`src/rtl/vm_pkg.sv`:
```
// Shared types and constants for the vending-machine change dispenser.
// Denomination codes, their rupee values, payout search order and FSM states.
package vm_pkg;

  typedef enum logic [2:0] {
    D10  = 3'b000,
    D20  = 3'b001,
    D50  = 3'b010,
    D100 = 3'b011,
    D200 = 3'b100,
    D500 = 3'b101,
    D5   = 3'b110
  } denom_e;

  localparam int unsigned NUM_DENOM = 7;
  localparam int unsigned VALUE_W   = 10;

  // Indexed directly by the 3-bit code; code 111 is unused and worth nothing.
  localparam logic [VALUE_W-1:0] DENOM_VALUE [8] = '{
    10'd10, 10'd20, 10'd50, 10'd100, 10'd200, 10'd500, 10'd5, 10'd0
  };

  localparam denom_e SEARCH_ORDER [NUM_DENOM] = '{
    D500, D200, D100, D50, D20, D10, D5
  };

  typedef enum logic [1:0] {
    S_IDLE,
    S_SELECT,
    S_ISSUE,
    S_DONE
  } disp_state_e;

endpackage

```
`src/rtl/change_denom_select.sv`:
```
// Combinational greedy picker: largest in-stock denomination not exceeding
// the remaining change.
module change_denom_select
  import vm_pkg::*;
#(
  parameter int unsigned CHANGE_W = 10
) (
  input  logic [CHANGE_W-1:0]  remaining_i,
  input  logic [NUM_DENOM-1:0] avail_i,
  output logic                 found_o,
  output denom_e               denom_o
);

  always_comb begin
    found_o = 1'b0;
    denom_o = D10;
    for (int unsigned i = 0; i < NUM_DENOM; i++) begin
      if (!found_o && avail_i[SEARCH_ORDER[i]] &&
          (32'(DENOM_VALUE[SEARCH_ORDER[i]]) <= 32'(remaining_i))) begin
        found_o = 1'b1;
        denom_o = SEARCH_ORDER[i];
      end
    end
  end

endmodule

```
`src/rtl/change_dispenser.sv`:
```
// Pays out vend change one denomination at a time over a valid/ready hopper
// handshake. Optional HOPPER_TIMEOUT_EN adds a ready timeout and a jam pulse.
module change_dispenser
  import vm_pkg::*;
#(
  parameter int unsigned CHANGE_W       = 10,
  parameter int unsigned STOCK_W        = 6,
  parameter int unsigned STOCK_INIT     = 8
`ifdef HOPPER_TIMEOUT_EN
  ,
  parameter int unsigned TIMEOUT_CYCLES = 16
`endif
) (
  input  logic                clk,
  input  logic                reset,
  input  logic                vend,
  input  logic [CHANGE_W-1:0] change_in,
  input  logic                refill,
  output logic                disp_valid,
  output logic [2:0]          disp_denom,
  input  logic                disp_ready,
  output logic                busy,
  output logic                done,
  output logic [CHANGE_W-1:0] short_amt,
  output logic                overrun
`ifdef HOPPER_TIMEOUT_EN
  ,
  output logic                jam
`endif
);

  localparam logic [STOCK_W-1:0] STOCK_FULL = STOCK_W'(STOCK_INIT);

  disp_state_e         state_q, state_d;
  logic [CHANGE_W-1:0] remaining_q, remaining_d;
  logic [STOCK_W-1:0]  stock_q [NUM_DENOM];
  logic [STOCK_W-1:0]  stock_d [NUM_DENOM];
  denom_e              denom_q, denom_d;
  logic [CHANGE_W-1:0] short_q, short_d;
  logic                overrun_q, overrun_d;

  logic [NUM_DENOM-1:0] avail;
  logic                 pick_found;
  denom_e               pick_denom;

`ifdef HOPPER_TIMEOUT_EN
  localparam int unsigned TMO_W = (TIMEOUT_CYCLES > 2) ? $clog2(TIMEOUT_CYCLES) : 1;
  localparam logic [TMO_W-1:0] TMO_LAST = TMO_W'(TIMEOUT_CYCLES - 1);
  logic [TMO_W-1:0] tmo_q, tmo_d;
  logic             jam_d;
`endif

  always_comb begin
    for (int unsigned i = 0; i < NUM_DENOM; i++) begin
      avail[i] = (stock_q[i] != '0);
    end
  end

  change_denom_select #(
    .CHANGE_W (CHANGE_W)
  ) u_select (
    .remaining_i (remaining_q),
    .avail_i     (avail),
    .found_o     (pick_found),
    .denom_o     (pick_denom)
  );

  always_comb begin
    state_d     = state_q;
    remaining_d = remaining_q;
    stock_d     = stock_q;
    denom_d     = denom_q;
    short_d     = short_q;
    overrun_d   = vend && (state_q != S_IDLE);
`ifdef HOPPER_TIMEOUT_EN
    tmo_d       = '0;
    jam_d       = 1'b0;
`endif

    unique case (state_q)
      S_IDLE: begin
        if (refill) begin
          for (int unsigned i = 0; i < NUM_DENOM; i++) begin
            stock_d[i] = STOCK_FULL;
          end
        end
        if (vend) begin
          remaining_d = change_in;
          short_d     = '0;
          state_d     = S_SELECT;
        end
      end

      S_SELECT: begin
        if (remaining_q == '0) begin
          state_d = S_DONE;
        end else if (pick_found) begin
          denom_d = pick_denom;
          state_d = S_ISSUE;
        end else begin
          short_d = remaining_q;
          state_d = S_DONE;
        end
      end

      S_ISSUE: begin
        if (disp_ready) begin
          // The picker guarantees value <= remaining, so no underflow here.
          remaining_d = remaining_q - CHANGE_W'(DENOM_VALUE[denom_q]);
          for (int unsigned i = 0; i < NUM_DENOM; i++) begin
            if (3'(i) == denom_q && stock_q[i] != '0) begin
              stock_d[i] = stock_q[i] - 1'b1;
            end
          end
          state_d = S_SELECT;
        end
`ifdef HOPPER_TIMEOUT_EN
        else if (tmo_q == TMO_LAST) begin
          jam_d = 1'b1;
          for (int unsigned i = 0; i < NUM_DENOM; i++) begin
            if (3'(i) == denom_q) begin
              stock_d[i] = '0;
            end
          end
          state_d = S_SELECT;
        end else begin
          tmo_d = tmo_q + 1'b1;
        end
`endif
      end

      S_DONE: begin
        state_d = S_IDLE;
      end

      default: begin
        state_d = S_IDLE;
      end
    endcase
  end

  always_ff @(posedge clk or negedge reset) begin
    if (!reset) begin
      state_q     <= S_IDLE;
      remaining_q <= '0;
      for (int unsigned i = 0; i < NUM_DENOM; i++) begin
        stock_q[i] <= STOCK_FULL;
      end
      denom_q     <= D10;
      short_q     <= '0;
      overrun_q   <= 1'b0;
`ifdef HOPPER_TIMEOUT_EN
      tmo_q       <= '0;
`endif
    end else begin
      state_q     <= state_d;
      remaining_q <= remaining_d;
      stock_q     <= stock_d;
      denom_q     <= denom_d;
      short_q     <= short_d;
      overrun_q   <= overrun_d;
`ifdef HOPPER_TIMEOUT_EN
      tmo_q       <= tmo_d;
`endif
    end
  end

  assign disp_valid = (state_q == S_ISSUE);
  assign disp_denom = denom_q;
  assign busy       = (state_q != S_IDLE);
  assign done       = (state_q == S_DONE);
  assign short_amt  = short_q;
  assign overrun    = overrun_q;
`ifdef HOPPER_TIMEOUT_EN
  assign jam        = jam_d;
`endif

endmodule
```
`config.mk`:
```
export PLATFORM = sky130hd
export DESIGN_NAME = change_dispenser
export DESIGN_NICKNAME = d
export VERILOG_FILES = /design/src/rtl/vm_pkg.sv /design/src/rtl/change_denom_select.sv /design/src/rtl/change_dispenser.sv
export SDC_FILE = /design/constraint.sdc
export NUM_CORES = 1
export LEC_CHECK = 0
export BUFFER_PORTS_ARGS = -buffer_cell sky130_fd_sc_hd__buf_2
export CORE_MARGIN = 2
export CORE_UTILIZATION = 25
export CTS_BUF_LIST = sky130_fd_sc_hd__clkbuf_16
export DETAILED_ROUTE_END_ITERATION = 12
export GPL_ROUTABILITY_DRIVEN = 0
export GPL_TIMING_DRIVEN = 1
export PLACE_DENSITY = 0.47
export SLEW_MARGIN = 20
export SYNTH_ARGS = -nofsm -noshare
export SYNTH_HDL_FRONTEND = slang
export SYNTH_SLANG_ARGS = --single-unit
```
`constraint.sdc`:
```
create_clock -name clk -period 6.5 [get_ports clk]
set_input_delay 1.3 -clock clk [delete_from_list [all_inputs] [get_ports clk]]
set_output_delay 1.3 -clock clk [all_outputs]
set_load 0.02 [all_outputs]
```
Yosys cells after proc, flatten, opt, wreduce, memory -nomap -nowiden. Memory sizes are Yosys's and may differ from the RTL's. Index checks and enable logic that the tools add are counted.

Bitwise logic cells: 2. $lt $le $gt $ge: 8. Reductions and logical operators: 51. Equal/unequal tests: 21. Muxes and demuxes: 38. Add/sub/neg operators: 8.

Operators with widths (number): 42-bit 2-to-1 mux (2); 42-bit one-hot mux with 2 select lines (1); 10-bit 2-to-1 mux (7); 6-bit 2-to-1 mux (7); 6-bit nonzero test (7); 6-bit by 1-bit subtractor with 6-bit output (second input constant) (7); 10-bit one-hot mux with 2 select lines (2); 4-bit AND reduction (8); 1-bit logical AND (21); 3-bit 2-to-1 mux (7); 2-bit by 1-bit != test with 1-bit output (second input constant) (8); 3-bit by 10-bit <= comparator with 1-bit output (first input constant) (1); 4-bit by 10-bit <= comparator with 1-bit output (first input constant) (1); 5-bit by 10-bit <= comparator with 1-bit output (first input constant) (1); 6-bit by 10-bit <= comparator with 1-bit output (first input constant) (1); 7-bit by 10-bit <= comparator with 1-bit output (first input constant) (1); 8-bit by 10-bit <= comparator with 1-bit output (first input constant) (1); 9-bit by 10-bit <= comparator with 1-bit output (first input constant) (1); 10-bit logical NOT (1); 10-bit subtractor (1); 3-bit equality test (first input constant) (3); 1-bit 2-to-1 mux (9); 2-bit != test (second input constant) (4); 2-bit one-hot mux with 4 select lines (1); other kinds (14) (25).

Bits in read-only memories: 80. Memories: 1. Output and inout port bits: 17. Word-level logic and storage cells: 141. Input bits: 15. Register bits: 68.

Memory list: (name not given) (words 8, width 10, rd ports 1, clocked after Yosys merged registers in 0, write ports 0, line change_dispenser.sv:109) `remaining_d = remaining_q - CHANGE_W'(DENOM_VALUE[denom_q]);`.

Depth between registers and ports, before layout. Gate-level depths: netlist of the first run.

Depth in word-level cells: 30. Mapped depth: 11. Mapped depth without buffers: 11.

Hierarchy. A second synthesis of the first run with hierarchy kept.

Cell total of the unflattened synthesis: 461. Area total of the unflattened synthesis: 4216.5 µm².

By module, submodules not included: change_dispenser (sequential area each 1710.4 µm², instances 1, area an instance 3980.1 µm², cells each 422); change_denom_select (sequential area each 0.0 µm², instances 1, area an instance 236.5 µm², cells each 39).

Least setup slack after synthesis of the first run. Ideal clock, no wire load.

Path type: input to register. Start point: in disp_ready. End point: reg stock_q[29] (netlist name). Setup slack: 3842 ps. Setup time: 132 ps. Buffers on the path: 0. Cell stages on the path: 6. Arrival time: 2526 ps. Path through: mux2i_1 > nor3_1 > nand3_1 > nor4_1 > xnor2_1 > nor2_1.

Word-level cells in the longest chain between the ends: 2.

RTL lines: start, declared (line change_dispenser.sv:21) `input logic disp_ready,`; 2-bit by 1-bit != test with 1-bit output (no line); 4-bit AND reduction (no line); end signal, assigned (line change_dispenser.sv:158) `stock_q <= stock_d;`; end, declared (line change_dispenser.sv:36) `logic [STOCK_W-1:0] stock_q [NUM_DENOM];`.

Every way passes these cells. A chain may end at the register's enable or synchronous reset.

Final worst setup path of the first run.
Start point: reg remaining_q[7]. End point: reg short_q[2], in the netlist short_amt[2].

Word-level cells in the longest chain between the ends: 29.

RTL lines: start, declared (line change_dispenser.sv:35) `logic [CHANGE_W-1:0] remaining_q, remaining_d;`; start signal, assigned (line change_dispenser.sv:157) `remaining_q <= remaining_d;`; 9-bit by 10-bit <= comparator with 1-bit output (line change_denom_select.sv:19) `(32'(DENOM_VALUE[SEARCH_ORDER[i]]) <= 32'(remaining_i))) begin`; 1-bit logical AND (line change_denom_select.sv:18) `if (!found_o && avail_i[SEARCH_ORDER[i]] &&`; 1-bit 2-to-1 mux (line change_denom_select.sv:18); 1-bit logical NOT (line change_denom_select.sv:18); 1-bit logical AND (2 in series) (line change_denom_select.sv:18); 1-bit 2-to-1 mux (line change_denom_select.sv:18); 1-bit logical NOT (line change_denom_select.sv:18); 1-bit logical AND (2 in series) (line change_denom_select.sv:18); [9 not listed]; 1-bit logical NOT (line change_denom_select.sv:18); 1-bit logical AND (2 in series) (line change_denom_select.sv:18); 1-bit 2-to-1 mux (line change_denom_select.sv:18); 1-bit logical NOT (line change_denom_select.sv:18); 1-bit logical AND (2 in series) (line change_denom_select.sv:18); 1-bit 2-to-1 mux (line change_denom_select.sv:18); 2-bit != test (no line); 4-bit AND reduction (no line) *; end signal, assigned (line change_dispenser.sv:160) `short_q <= short_d;`; end, declared (line change_dispenser.sv:39) `logic [CHANGE_W-1:0] short_q, short_d;`.

Every way passes the cells marked *; elsewhere a longest branch is shown, timed or not.

==> results.txt, run 1 <==
- Number of synthesized register bits: 68
- Share of layout cells above drive strength 1: between 10% and 20%
- The initial utilization of the core area, before any placement, comes to 25.5%.
* Commonest non-fill, non-tap cell in the layout: sky130_fd_sc_hd__dfrtp_1
* Ys async rst share: 100%
- Final routed wire length divided by cell count: roughly 16 microns
- Outcome: finished, final reports clean
- Fraction of the mapped netlist area in adder cells: roughly 8.5%
* Startpoint of the lowest-slack register-to-register path: remaining_q[7]$_DFFE_PN0P_
- First-pass GRT wire length: 18500 microns
- Max-cap violations in this run came to 0.
- In this run, synthesis inferred 0 flip-flops with an integrated enable.
- When the netlist entered floorplanning its net count stood at a little over 500.
* CTS Buf Count: 9
- # diodes: 0
- Once placement finished, the instance area stood at approximately 0.0046 sq mm.
- Number of rows in the core area: 47
- Data on the critical path arrives at its endpoint at about 3.3 ns.
- In this run, the number of DRC markers left after iteration 0 of detailed routing was around 220.
- The share of the Yosys chip area taken by registers is between 40 and 50%.
- In this run the mean area of a mapped cell was about 9 sq um.
* Number of different library cells in the post-synthesis netlist: 52
- Critical path startpoint category: register
- Utilization of the core after routing: 29.5%
* Port Buf Inserts: 31
* Dominant combinational cell family by area after synthesis: simple AND/OR/NAND/NOR gates
* Die outline width: about 130 microns
- The most used flip-flop cell after synthesis is sky130_fd_sc_hd__dfrtp_1.
- Commonest non-fill, non-tap cells in the layout: sky130_fd_sc_hd__dfrtp_1, sky130_fd_sc_hd__nand2_1, sky130_fd_sc_hd__nor2_1
- GRT Resource Usage Total: between 10% and 20%
* Initial antenna violation count: 0
- Count of nets left with antenna violations after detail routing: 0
- Number of standard cells after synthesis: about 470
- Post-cts gate resize count: 0
* Hold Crit Start: stock_q[6]$_DFFE_PN0P_
- Hold EP: stock_q[6]$_DFFE_PN0P_
- STA puts the critical path data required time at between 6 and 7 ns.
- For this run, the number of Yosys warnings is 0.
* CTS tree: done
- Total Wirelength: ~11000 microns
* Final setup TNS: 0 ns
- Full die area: 0.0179 sq mm
* Fraction of the mapped netlist area in compound gates: 15.3%
- The worst register-to-register path ends at short_amt[2]$_DFFE_PN0P_.
- Netlist Area Pre-Place: between 0.004 and 0.005 sq mm
* Boundary pin count: 32
- Sequential cell area: around 0.0017 sq mm
- Sinks on Clock Net: 68
- Across the routed clock network, the largest skew measured is roughly 0.0088 ns.
- Maximum fanout count along the critical path: 14
* Maximum root-to-sink buffer count: 2
* Multiplexer share of the synthesized area: between 1 and 1.5%
- Dividing the detail-routed via count by the number of cells gives around 4.9.
- The tightest min-delay check is of the register to register type.
- Post-place setup slack: approximately 3.3 ns
* Final count of hold timing violations: 0
- Entering global routing, the biggest net connects 69 pins.
- After clock tree synthesis, the clock-pin slew on the worst setup and hold paths is 0.06 ns.
- In this run the tightest slew margin relative to its limit is roughly 30%.
- Height of the chip: 134 microns
- Setup violations remaining at the end of the flow were counted as 0.
- Placeable core region: around 0.017 sq mm
- Buffers added to address setup during post-CTS repair amount to 0.
- Endpoint type of the worst setup path: register
* Critical path startpoint: remaining_q[7]$_DFFE_PN0P_
- For the finished layout, the period the worst path requires is approximately 3.1 ns.
- The synthesized netlist devotes 23.2% of its cell area to simple gates.
- Total half-perimeter wirelength after legalization and detailed placement: 7930 microns
- Power per unit of standard cell area: a little over 500 mW/mm^2
* Maximum clock frequency: between 300 and 400 MHz
- The number of hold buffers added after CTS was 0.
- After global routing the overflow that remains totals 0.
- Detailed-route via count: 3499
- In this run the static leakage power is 2.12 nW.
- Along the worst hold path, the cell count comes to 1.
- At the pin with the least slew margin, the transition time is 1.06 ns.
- For this run, design rule violations remaining after detail routing come to 0.
* Clock latency at the later pin of the worst-skew pair: ~0.34 ns
- Number of cell instances on the worst register-to-register path: 6
* Multi-input logic area: 0.00230 sq mm
- Fill cells in the final layout number between 1500 and 2000.
* Number of iterations in the first detailed-routing pass: 5
- Across all register-to-register paths, the minimum setup slack is roughly 3.4 ns.
* Max-slew violations: 0
- Final-stage net count: around 530
- Summing all non-filler instances in the final layout gives an area of 0.00487 sq mm.
* Final worst path period share: approximately 48%
- Path type of the worst setup path: register to register
* RSZ-0062 raised after global routing: false
- The clock tree synthesis step divided the H-tree into 3 levels.
- Fraction of synthesized cell area in xor and xnor cells: approximately 6.4%
- Clock Root Buffer: sky130_fd_sc_hd__clkbuf_16
* Maximum resistive drop on vdd: 0.221 mV
* Crit path setup slack, layout: roughly 3.4 ns
- The via count of the first global-routing pass was ~3500.
- Final cell count without fillers: 714
* Area growth from synthesis to final layout: 15.5%
- Count of placed standard cells including taps: 698
==> worst max-delay path: stages, from the launching register on <==
cell	delay (ns)
sky130_fd_sc_hd__dfrtp_1	0.49
sky130_fd_sc_hd__or2_2	0.34
sky130_fd_sc_hd__or4_1	0.50
sky130_fd_sc_hd__a32o_1	0.31
sky130_fd_sc_hd__nor4_4	0.55
sky130_fd_sc_hd__and3_1	0.65
sky130_fd_sc_hd__o21ai_2	0.12
==> metrics by stage <==
stage	power [mW]	hold WS, ns
finish	2.45	0.501
global route	2.66	0.530
CTS	2.47	0.504
detailed placement	1.93	0.491
global placement	1.92	0.495
floorplan	1.61	0.470
==> where the power goes <==
group / internal, mW / switching [mW] / leakage, nW / total [mW]
clock network: 0.332 / 0.190 / 0.158 / 0.521
logic: 0.454 / 0.699 / 1.08 / 1.15
registers: 0.565 / 0.211 / 0.884 / 0.776
total: 1.35 / 1.10 / 2.12 / 2.45
==> worst max-delay path by stage <==
stage                               endpoint  cells past startpoint
floorplan            stock_q[29]$_DFFE_PN0P_                      6
finish              short_amt[2]$_DFFE_PN0P_                      6
global route        short_amt[2]$_DFFE_PN0P_                      6
CTS                 short_amt[3]$_DFFE_PN0P_                      6
global placement     stock_q[29]$_DFFE_PN0P_                      7
detailed placement   stock_q[29]$_DFFE_PN0P_                      7
==> cell families after synthesis <==
kind of cell | count (synthesis)
AOI/OAI and AO/OA | 88
adders and majority gates | 28
buffers and inverters | 48
muxes | 5
xor gates and xnor gates | 31
DFF | 68
and+or+nand+nor | 199
==> layer usage <==
metal	wire, microns	up-vias	part of all wire, %	global-route usage (%)
li1	-	1721	-	-
met1	5420	1693	48	17.6
met2	5120	77	46	21.1
met3	590	8	5.3	4.12
met4	95	0	0.85	3.31
met5	0	-	0	0
==> registers in the layout (all words and copies together) (netlist names) <==
register,count
remaining_q,10
state_q,2
overrun,1
disp_denom,3
stock_q,42
short_amt,10
==> area by class of cell <==
| cell class | count | area share, % |
|---|---|---|
| flip-flops and latches | 68 | 35.1 |
| repair buffers | 33 | 3.50 |
| inverters | 26 | 2.01 |
| multi-input cells | 351 | 47.3 |
| clock inverters | 7 | 1.75 |
| well taps | 220 | 5.66 |
| clock buffers | 9 | 4.63 |
==> cells in the mapped netlist, types with 11 or more instances <==
cell type / n / area (sq um)
sky130_fd_sc_hd__nor2_1: 46 / 173
sky130_fd_sc_hd__nor3_1: 11 / 55.1
sky130_fd_sc_hd__clkbuf_1: 16 / 60.1
sky130_fd_sc_hd__inv_1: 25 / 93.8
sky130_fd_sc_hd__nor4_1: 17 / 106
sky130_fd_sc_hd__xnor2_1: 26 / 228
sky130_fd_sc_hd__nand3_1: 31 / 155
sky130_fd_sc_hd__nand2_1: 52 / 195
sky130_fd_sc_hd__ha_1: 27 / 338
sky130_fd_sc_hd__o31ai_1: 14 / 105
sky130_fd_sc_hd__dfrtp_1: 61 / 1530
Power figures use the tool's default switching activity.
==> inputs of run 2 (changes only) <==
ABC_AREA = 1   (was not set)
PLACE_DENSITY = 0.48   (was 0.47)
clock period = 2.6 ns   (was 6.5 ns; I/O delays follow)
==> results.txt, run 2 <==
- The minimum setup slack in the final design was 0.234 ns (-3.15 ns).
* GRT Resource Usage Total: 12.7% (-0.58 points)
- The area growth from synthesis to layout is 17.5%.
* Maximum fanout count along the critical path: 5 (-9)
* Critical path capture point: remaining_q[6]$_DFFE_PN0P_
- Top-area cell type share of the netlist area: 35.7% (-0.54 points)
- Sequential cell area: 0.00171 sq mm (unchanged)
* Final routed wire length divided by cell count: 12.8 microns (-18%)
- Utilization of the core after routing: 30.2% (+0.77 points)
* Depth of the CTS H-tree: 3 (unchanged)
* Filler instances: 1787 (+1.6%)
- The number of CTS-inserted buffers is 9 (unchanged).
* Height of the chip: 135 microns (+0.73%)
- The remaining routing DRC violations was 0 (unchanged).
- The count of antenna diodes in the layout was 0 (unchanged).
- The pin count of the biggest net entering global routing came to 69 (unchanged).
- The standby leakage power is 2.41 nW (+14%).
* Post-synth top area cell: sky130_fd_sc_hd__dfrtp_1
* Critical path startpoint category: register
- The endpoint identified for the worst register-to-register timing path is remaining_q[6]$_DFFE_PN0P_.
- The peak supply drop came to 0.431 mV (+95%).
* Number of cell instances on the worst register-to-register path: 15 (+9)
* Total power after layout: 6.94 mW (+180%)
- The share of synthesized flip-flops with an asynchronous set or reset came to 100% (unchanged).
- Critical path startpoint: disp_denom[1]$_DFFE_PN0P_
* Worst R2R Setup Slack: 0.23 ns (-3.15 ns)
- For this run, the leading register cell type out of synthesis is sky130_fd_sc_hd__dfrtp_1.
- The TritonCTS sink count was 68 (unchanged).
* Register with the most flip-flops: stock_q
* Required time reported for the critical path endpoint: 2.85 ns (-3.85 ns)
- In the layout the commonest cells are sky130_fd_sc_hd__nand2_1, sky130_fd_sc_hd__inv_1, sky130_fd_sc_hd__dfrtp_1.
* Outcome: finished, final reports clean
- Max-slew violations: 0 (unchanged)
* Total half-perimeter wirelength after legalization and detailed placement: 7910 microns (-0.24%)
- CTS tree: done
- Number of standard cells after synthesis: 549 (+18%)
* Count of nets left with antenna violations after detail routing: 0 (unchanged)
* Clock latency at the later pin of the worst-skew pair: 0.34 ns (about the same)
* Initial antenna violation count: 0 (unchanged)
- The number of I/O port buffers was 31 (unchanged).
- The number of standard-cell rows in the floorplan came to 47 (unchanged).
- The total of flip-flops plus latches after synthesis was 68 (unchanged).
- Full die area: 0.0182 sq mm (+1.5%)
- Top-count cell post-synth: sky130_fd_sc_hd__nand2_1
- Power per unit of standard cell area: 1380 mW/mm^2 (+170%)
- Number of different library cells in the post-synthesis netlist: 39 (-25%)
- Commonest non-fill, non-tap cell in the layout: sky130_fd_sc_hd__nand2_1
- Die outline width: 135 microns (+0.73%)
* Hold Path Class: input pin to asynchronous set/reset pin
- STA classifies the critical path endpoint as a register.
* Effective utilization at floorplan: 25.7% (+0.20 points)
- Number of violations reported at the end of detailed-routing iteration 0: 242 (+13%)
- The yosys synthesis warning count was 0 (unchanged).
* Placeable core region: 0.0166 sq mm (+0.71%)
- Top area cells in the synthesized netlist: sky130_fd_sc_hd__dfrtp_1, sky130_fd_sc_hd__nand2_1, sky130_fd_sc_hd__ha_1
- Path type of the worst setup path: register to register
* Post-CTS Hold Buffers: 0 (unchanged)
- The minimum setup slack after placement was 0.0728 ns (-3.19 ns).
* Multi-input logic area: 0.00226 sq mm (-2.0%)
* Hold Worst Slack: 0.194 ns (-0.307 ns)
- The slew at the pin closest to its max-slew limit was 0.688 ns (-0.369 ns).
- Flip-flop count of the largest register, all copies and words added: 42 (unchanged)
- The setup TNS was 0 ns (unchanged).
- The clock tree skew after final layout came to 0.00961 ns (+0.000765 ns).
* Post-Synthesis Mean Instance Area: 7.79 sq um (-14%)
- Maximum root-to-sink buffer count: 2 (unchanged)
* Sequential area share after synthesis: 40.0% (-0.61 points)
- The hold violation total from the final report is 0 (unchanged).
* Clock-pin slew reported for the worst setup and hold paths after clock tree synthesis: 0.06 ns (about the same)
* Maximum clock frequency: 423 MHz (+32%)
* Final critical delay including setup and external delays: 2.37 ns (-0.752 ns)
* Nets in the synthesized netlist: 592 (+16%)
* Top cell types by occurrence after synthesis: sky130_fd_sc_hd__nand2_1, sky130_fd_sc_hd__dfrtp_1, sky130_fd_sc_hd__inv_1
* Post-synth EDFFs: 0 (unchanged)
- The remaining max-slew budget at the tightest pin came to 54.1% (+25 points).
- Final worst path period share: 91.0% (+43 points)
* GRT overflow: 0 (unchanged)
- In this run the critical register-to-register path is launched from disp_denom[1]$_DFFE_PN0P_.
* Via count of the first global-routing pass: 3679 (+6.3%)
- Critical path data arrival time: 2.62 ns (-0.70 ns)
- Number of iterations in the first detailed-routing pass: 4 (-1)
- The detailed-route via count is 3666 (+4.8%).
- The total standard cell area after synthesis is 0.00428 sq mm (+1.5%).
* Total of max-cap violations: 0 (unchanged)
* First-pass GRT wire length: 18200 microns (-1.7%)
* Final setup vio count: 0 (unchanged)
* Total Wirelength: 10500 microns (-6.6%)
- Clock tree synthesis selected as its root buffer the cell sky130_fd_sc_hd__clkbuf_16.
* Boundary pin count: 32 (unchanged)
- The final layout net count was 635 (+19%).
- Share of layout cells above drive strength 1: 19.6% (+5.4 points)
- The via density per instance came to 4.49 (-8.4%).
[run 2: cell count changes after synthesis, sizes merged, moves of 8 or more]
cell / change
o31ai: -14
a21oi: +32
inv: +45
nand3: +8
nor4: -18
clkbuf: -11
nand4: +9
o21ai: +38
or3: -8
nor2: +12
nand2: +74
a32oi: -10
xnor2: -26
[run 2: repair_timing]
action	4_1_cts	5_1_grt
setup buffers	0	2
setup endpoints to repair	0	4
resized for setup	0	9
[run 2: final cells by class]
type | count | share of cell area [%]
Clock buffer | 9 | 4.48
Clock inverter | 7 | 0.721
Inverter | 73 | 5.47
Multi-Input combinational cell | 398 | 44.9
Sequential cell | 68 | 34.0
Tap cell | 220 | 5.47
Timing Repair Buffer | 42 | 4.98
[run 2: kinds of logic after synthesis]
group / after synthesis / synth area share (%)
xor+xnor: 2 / 0.409
buf+inv: 83 / 7.84
simple gates: 248 / 27.7
flops: 68 / 40.0
fa+ha+maj: 28 / 8.36
compound gates: 120 / 15.7
[run 2: per-stage QoR]
stage,instance area (sq um),cells
floorplan,4280,549
global placement,4730,799
detailed placement,4730,799
CTS,4990,815
global route,5030,817
finish,5030,817
[run 2: worst max-delay path, stage by stage, from the launching register on]
cell and delay (ns):
sky130_fd_sc_hd__dfrtp_1 0.42, sky130_fd_sc_hd__ha_1 0.23, sky130_fd_sc_hd__nand2_1 0.08, sky130_fd_sc_hd__inv_1 0.07, sky130_fd_sc_hd__ha_1 0.21, sky130_fd_sc_hd__fa_2 0.36, sky130_fd_sc_hd__inv_1 0.06, sky130_fd_sc_hd__a21oi_1 0.06
sky130_fd_sc_hd__o21ai_2 0.14, sky130_fd_sc_hd__nand2_1 0.08, sky130_fd_sc_hd__nand2_1 0.06, sky130_fd_sc_hd__a21oi_1 0.06, sky130_fd_sc_hd__or2_2 0.27, sky130_fd_sc_hd__nand3_1 0.06, sky130_fd_sc_hd__nand2_1 0.05, sky130_fd_sc_hd__o21ai_0 0.06
[run 2: worst min-delay path by stage]
| stage | start | end | slack [ns] | cells after the start |
|---|---|---|---|---|
| 6_report | reset | stock_q[1]$_DFFE_PN0P_ | 0.19 | 2 |
| 5_1_grt | reset | state_q[1]$_DFFE_PN0P_ | 0.24 | 2 |
| 4_1_cts | reset | stock_q[1]$_DFFE_PN0P_ | 0.22 | 2 |
| 3_5_place_dp | short_amt[9]$_DFFE_PN0P_ | short_amt[9]$_DFFE_PN0P_ | 0.46 | 2 |
| 3_3_place_gp | short_amt[0]$_DFFE_PN0P_ | short_amt[0]$_DFFE_PN0P_ | 0.46 | 2 |
| 2_1_floorplan | reset | disp_denom[0]$_DFFE_PN0P_ | 0.22 | 0 |
[run 2: per-layer routing]
metal / GRT usage, % / part of all wire (%) / up-vias
li1: - / - / 1898
met1: 16.4 / 48 / 1692
met2: 20.6 / 46 / 60
met3: 2.14 / 3.1 / 16
met4: 5.85 / 2.2 / 0
met5: 0 / 0 / -
[run 2: report_power, final]
group	total [mW]	switching (mW)	internal (mW)
sequential	1.88	0.356	1.53
clock	1.09	0.461	0.631
combinational	3.96	2.55	1.41
==> inputs of run 3 (changes only) <==
CORE_ASPECT_RATIO = 1.4   (was not set)
==> results.txt, run 3 (same netlist as run 2, synthesis figures left out) <==
* Sinks on Clock Net: 68 (unchanged)
- The pin count of the biggest net entering global routing was 43 (-38%).
* # diodes: 0 (unchanged)
* Final setup skew: 0.00797 ns (-0.00164 ns)
- The slew at the pin closest to its max-slew limit came to 0.679 ns (-0.00942 ns).
- Final-stage net count: 633 (-0.31%)
* Maximum root-to-sink buffer count: 2 (unchanged)
- Utilization of the core after routing: 30.0% (-0.25 points)
- Walking the worst path, the cells encountered are buf_4 > ha_1 > nand2_1 > inv_2 > a21oi_1 > ha_1 > nand2_1 > inv_1 > a21boi_2 > nand2_1 > nand2_1 > nand2_1 > nand2_1 > nand2_1 > nand2_1 > nand3_1 > nand2_1 > nand2_1.
- The cts-stage hold buffer count was 0 (unchanged).
* Final setup vio count: 0 (unchanged)
- Port Buf Inserts: 31 (unchanged)
* Share of layout cells above drive strength 1: 19.7% (+0.066 points)
- The count of maximum capacitance violations was 0 (unchanged).
- Most repeated library cell on the critical path: sky130_fd_sc_hd__nand2_1
* Final critical delay including setup and external delays: 2.41 ns (+0.0400 ns)
- Area growth from synthesis to final layout: 17.3%
- The setup TNS is 0 ns (unchanged).
* Maximum resistive drop on vdd: 0.671 mV (+56%)
- Worst R2R Setup Slack: 0.19 ns (-0.04 ns)
* Post-detailed-placement cell area: 0.00469 sq mm (-0.77%)
- Critical path startpoint category: register
* Standby leakage power: 2.41 nW (-0.27%)
* Drt drc: 0 (unchanged)
- Largest stage delay on the critical path: 0.37 ns (-0.05 ns)
- The final standard cell area without fillers came to 0.00502 sq mm (-0.20%).
* Max-slew violations: 0 (unchanged)
- Clock Root Buffer: sky130_fd_sc_hd__clkbuf_16
- Maximum clock frequency: 416 MHz (-1.7%)
- Final worst path period share: 92.5% (+1.5 points)
* Total half-perimeter wirelength after legalization and detailed placement: 8430 microns (+6.5%)
* Number of iterations in the first detailed-routing pass: 5 (+1)
- The largest individual stage delay along the critical path comes from the cell sky130_fd_sc_hd__dfrtp_1.
- The global-route congestion overflow total came to 0 (unchanged).
* Outcome: finished, final reports clean
- The via count of the first global-routing pass came to 3789 (+3.0%).
* Maximum fanout count along the critical path: 5 (unchanged)
- First-pass GRT wire length: 18600 microns (+2.6%)
* Via-per-instance ratio: 4.67 (+4.1%)
- Final routed wire length divided by cell count: 13.7 microns (+6.5%)
- The number of antenna violations at the first check in global routing was 0 (unchanged).
* Effective utilization at floorplan: 25.6% (-0.16 points)
- The total global-route track usage is 12.9% (+0.24 points).
- Setup repair after global routing could not meet its margin everywhere.
- The critical path arrival is 2.63 ns (about the same).
* Required time reported for the critical path endpoint: 2.82 ns (-0.03 ns)
- Number of violations reported at the end of detailed-routing iteration 0: 222 (-8.3%)
- CTS tree: done
- Height of the chip: 159 microns (+18%)
* Endpoint type of the worst setup path: register
- CTS Buf Count: 9 (unchanged)
- The die outline area was 0.0182 sq mm (about the same).
- The remaining antenna violation count is 0 (unchanged).
- Depth of the CTS H-tree: 3 (unchanged)
- Detailed-route via count: 3726 (+1.6%)
* Die outline width: 115 microns (-15%)
- The flip-flop count of the largest register after layout is 42 (unchanged).
- The worst setup path is of the register to register kind.
- Clock-pin slew reported for the worst setup and hold paths after clock tree synthesis: 0.06 ns (about the same)
- The clock latency of the later-clocked register in the worst-skew pair is 0.33 ns (about the same).
- The total wirelength of the detailed-routed design came to 10900 microns (+4.0%).
* Commonest non-fill, non-tap cell in the layout: sky130_fd_sc_hd__nand2_1
* Power per unit of standard cell area: 1400 mW/mm^2 (+1.6%)
- In the layout the commonest cells are sky130_fd_sc_hd__nand2_1, sky130_fd_sc_hd__inv_1, sky130_fd_sc_hd__dfrtp_1.
- The remaining max-slew budget at the tightest pin was 54.8% (+0.63 points).
* Hold Path Class: input pin to asynchronous set/reset pin
* Total power after layout: 7.03 mW (+1.4%)
- Placeable core region: 0.0167 sq mm (+0.62%)
- Register with the most flip-flops: stock_q
- Number of rows in the core area: 56 (+19%)
- The I/O pin count came to 32 (unchanged).
* Final count of hold timing violations: 0 (unchanged)
==> run 3: worst paths after layout <==
path	from	to	cells after the start
worst min register to register	short_amt[9]$_DFFE_PN0P_	short_amt[9]$_DFFE_PN0P_	2
worst max-delay path	disp_denom[0]$_DFFE_PN0P_	remaining_q[9]$_DFFE_PN0P_	18
worst min-delay path	reset	stock_q[38]$_DFFE_PN0P_	1
max in group asynchronous	reset	stock_q[27]$_DFFE_PN1P_	2
worst max register to register	disp_denom[0]$_DFFE_PN0P_	remaining_q[9]$_DFFE_PN0P_	18
min in group clk	change_in[5]	remaining_q[5]$_DFFE_PN0P_	3
==> run 3: repair_timing <==
item                                    in CTS  in global routing
resized for setup                            0                  9
endpoints found under the setup margin       0                  5
setup buffers                                0                  2
==> run 3: per-stage QoR <==
| step | setup slack, ns | hold slack [ns] | instances |
|---|---|---|---|
| 2_1_floorplan | 0.0727 | 0.224 | 549 |
| 3_3_place_gp | 0.125 | 0.455 | 780 |
| 3_5_place_dp | 0.0555 | 0.455 | 780 |
| 4_1_cts | 0.0519 | 0.237 | 796 |
| 5_1_grt | -0.0188 | 0.265 | 798 |
| 6_report | 0.194 | 0.217 | 798 |
==> run 3: routing by layer <==
metal | GRT usage [%] | vias up | routed length, microns
li1 | - | 1900 | -
met1 | 14.9 | 1750 | 4620
met2 | 23.5 | 59 | 5780
met3 | 2.02 | 17 | 241
met4 | 4.66 | 0 | 257
met5 | 0 | - | 0
==> run 3: cell type report <==
cell class / count / area [sq um]
Timing Repair Buffer: 40 / 235
Fill cell: 1771 / 11700
Sequential cell: 68 / 1710
Inverter: 73 / 275
Multi-Input combinational cell: 398 / 2250
Tap cell: 203 / 254
Clock inverter: 7 / 67.6
Clock buffer: 9 / 225
==> run 3: critical path: cells and delay by family, from the launching register on <==
kind | cells | cell delay, ns
compound gates | 2 | 0.35
fa+ha+maj | 2 | 0.53
buf+inv | 3 | 0.29
flops | 1 | 0.37
simple gates | 11 | 0.75
==> run 3: power by group <==
part / internal (mW) / switching [mW] / leakage (nW) / total, mW
combinational: 1.38 / 2.56 / 1.40 / 3.94
clock: 0.736 / 0.468 / 0.139 / 1.20
sequential: 1.53 / 0.362 / 0.866 / 1.89
total: 3.64 / 3.39 / 2.41 / 7.03
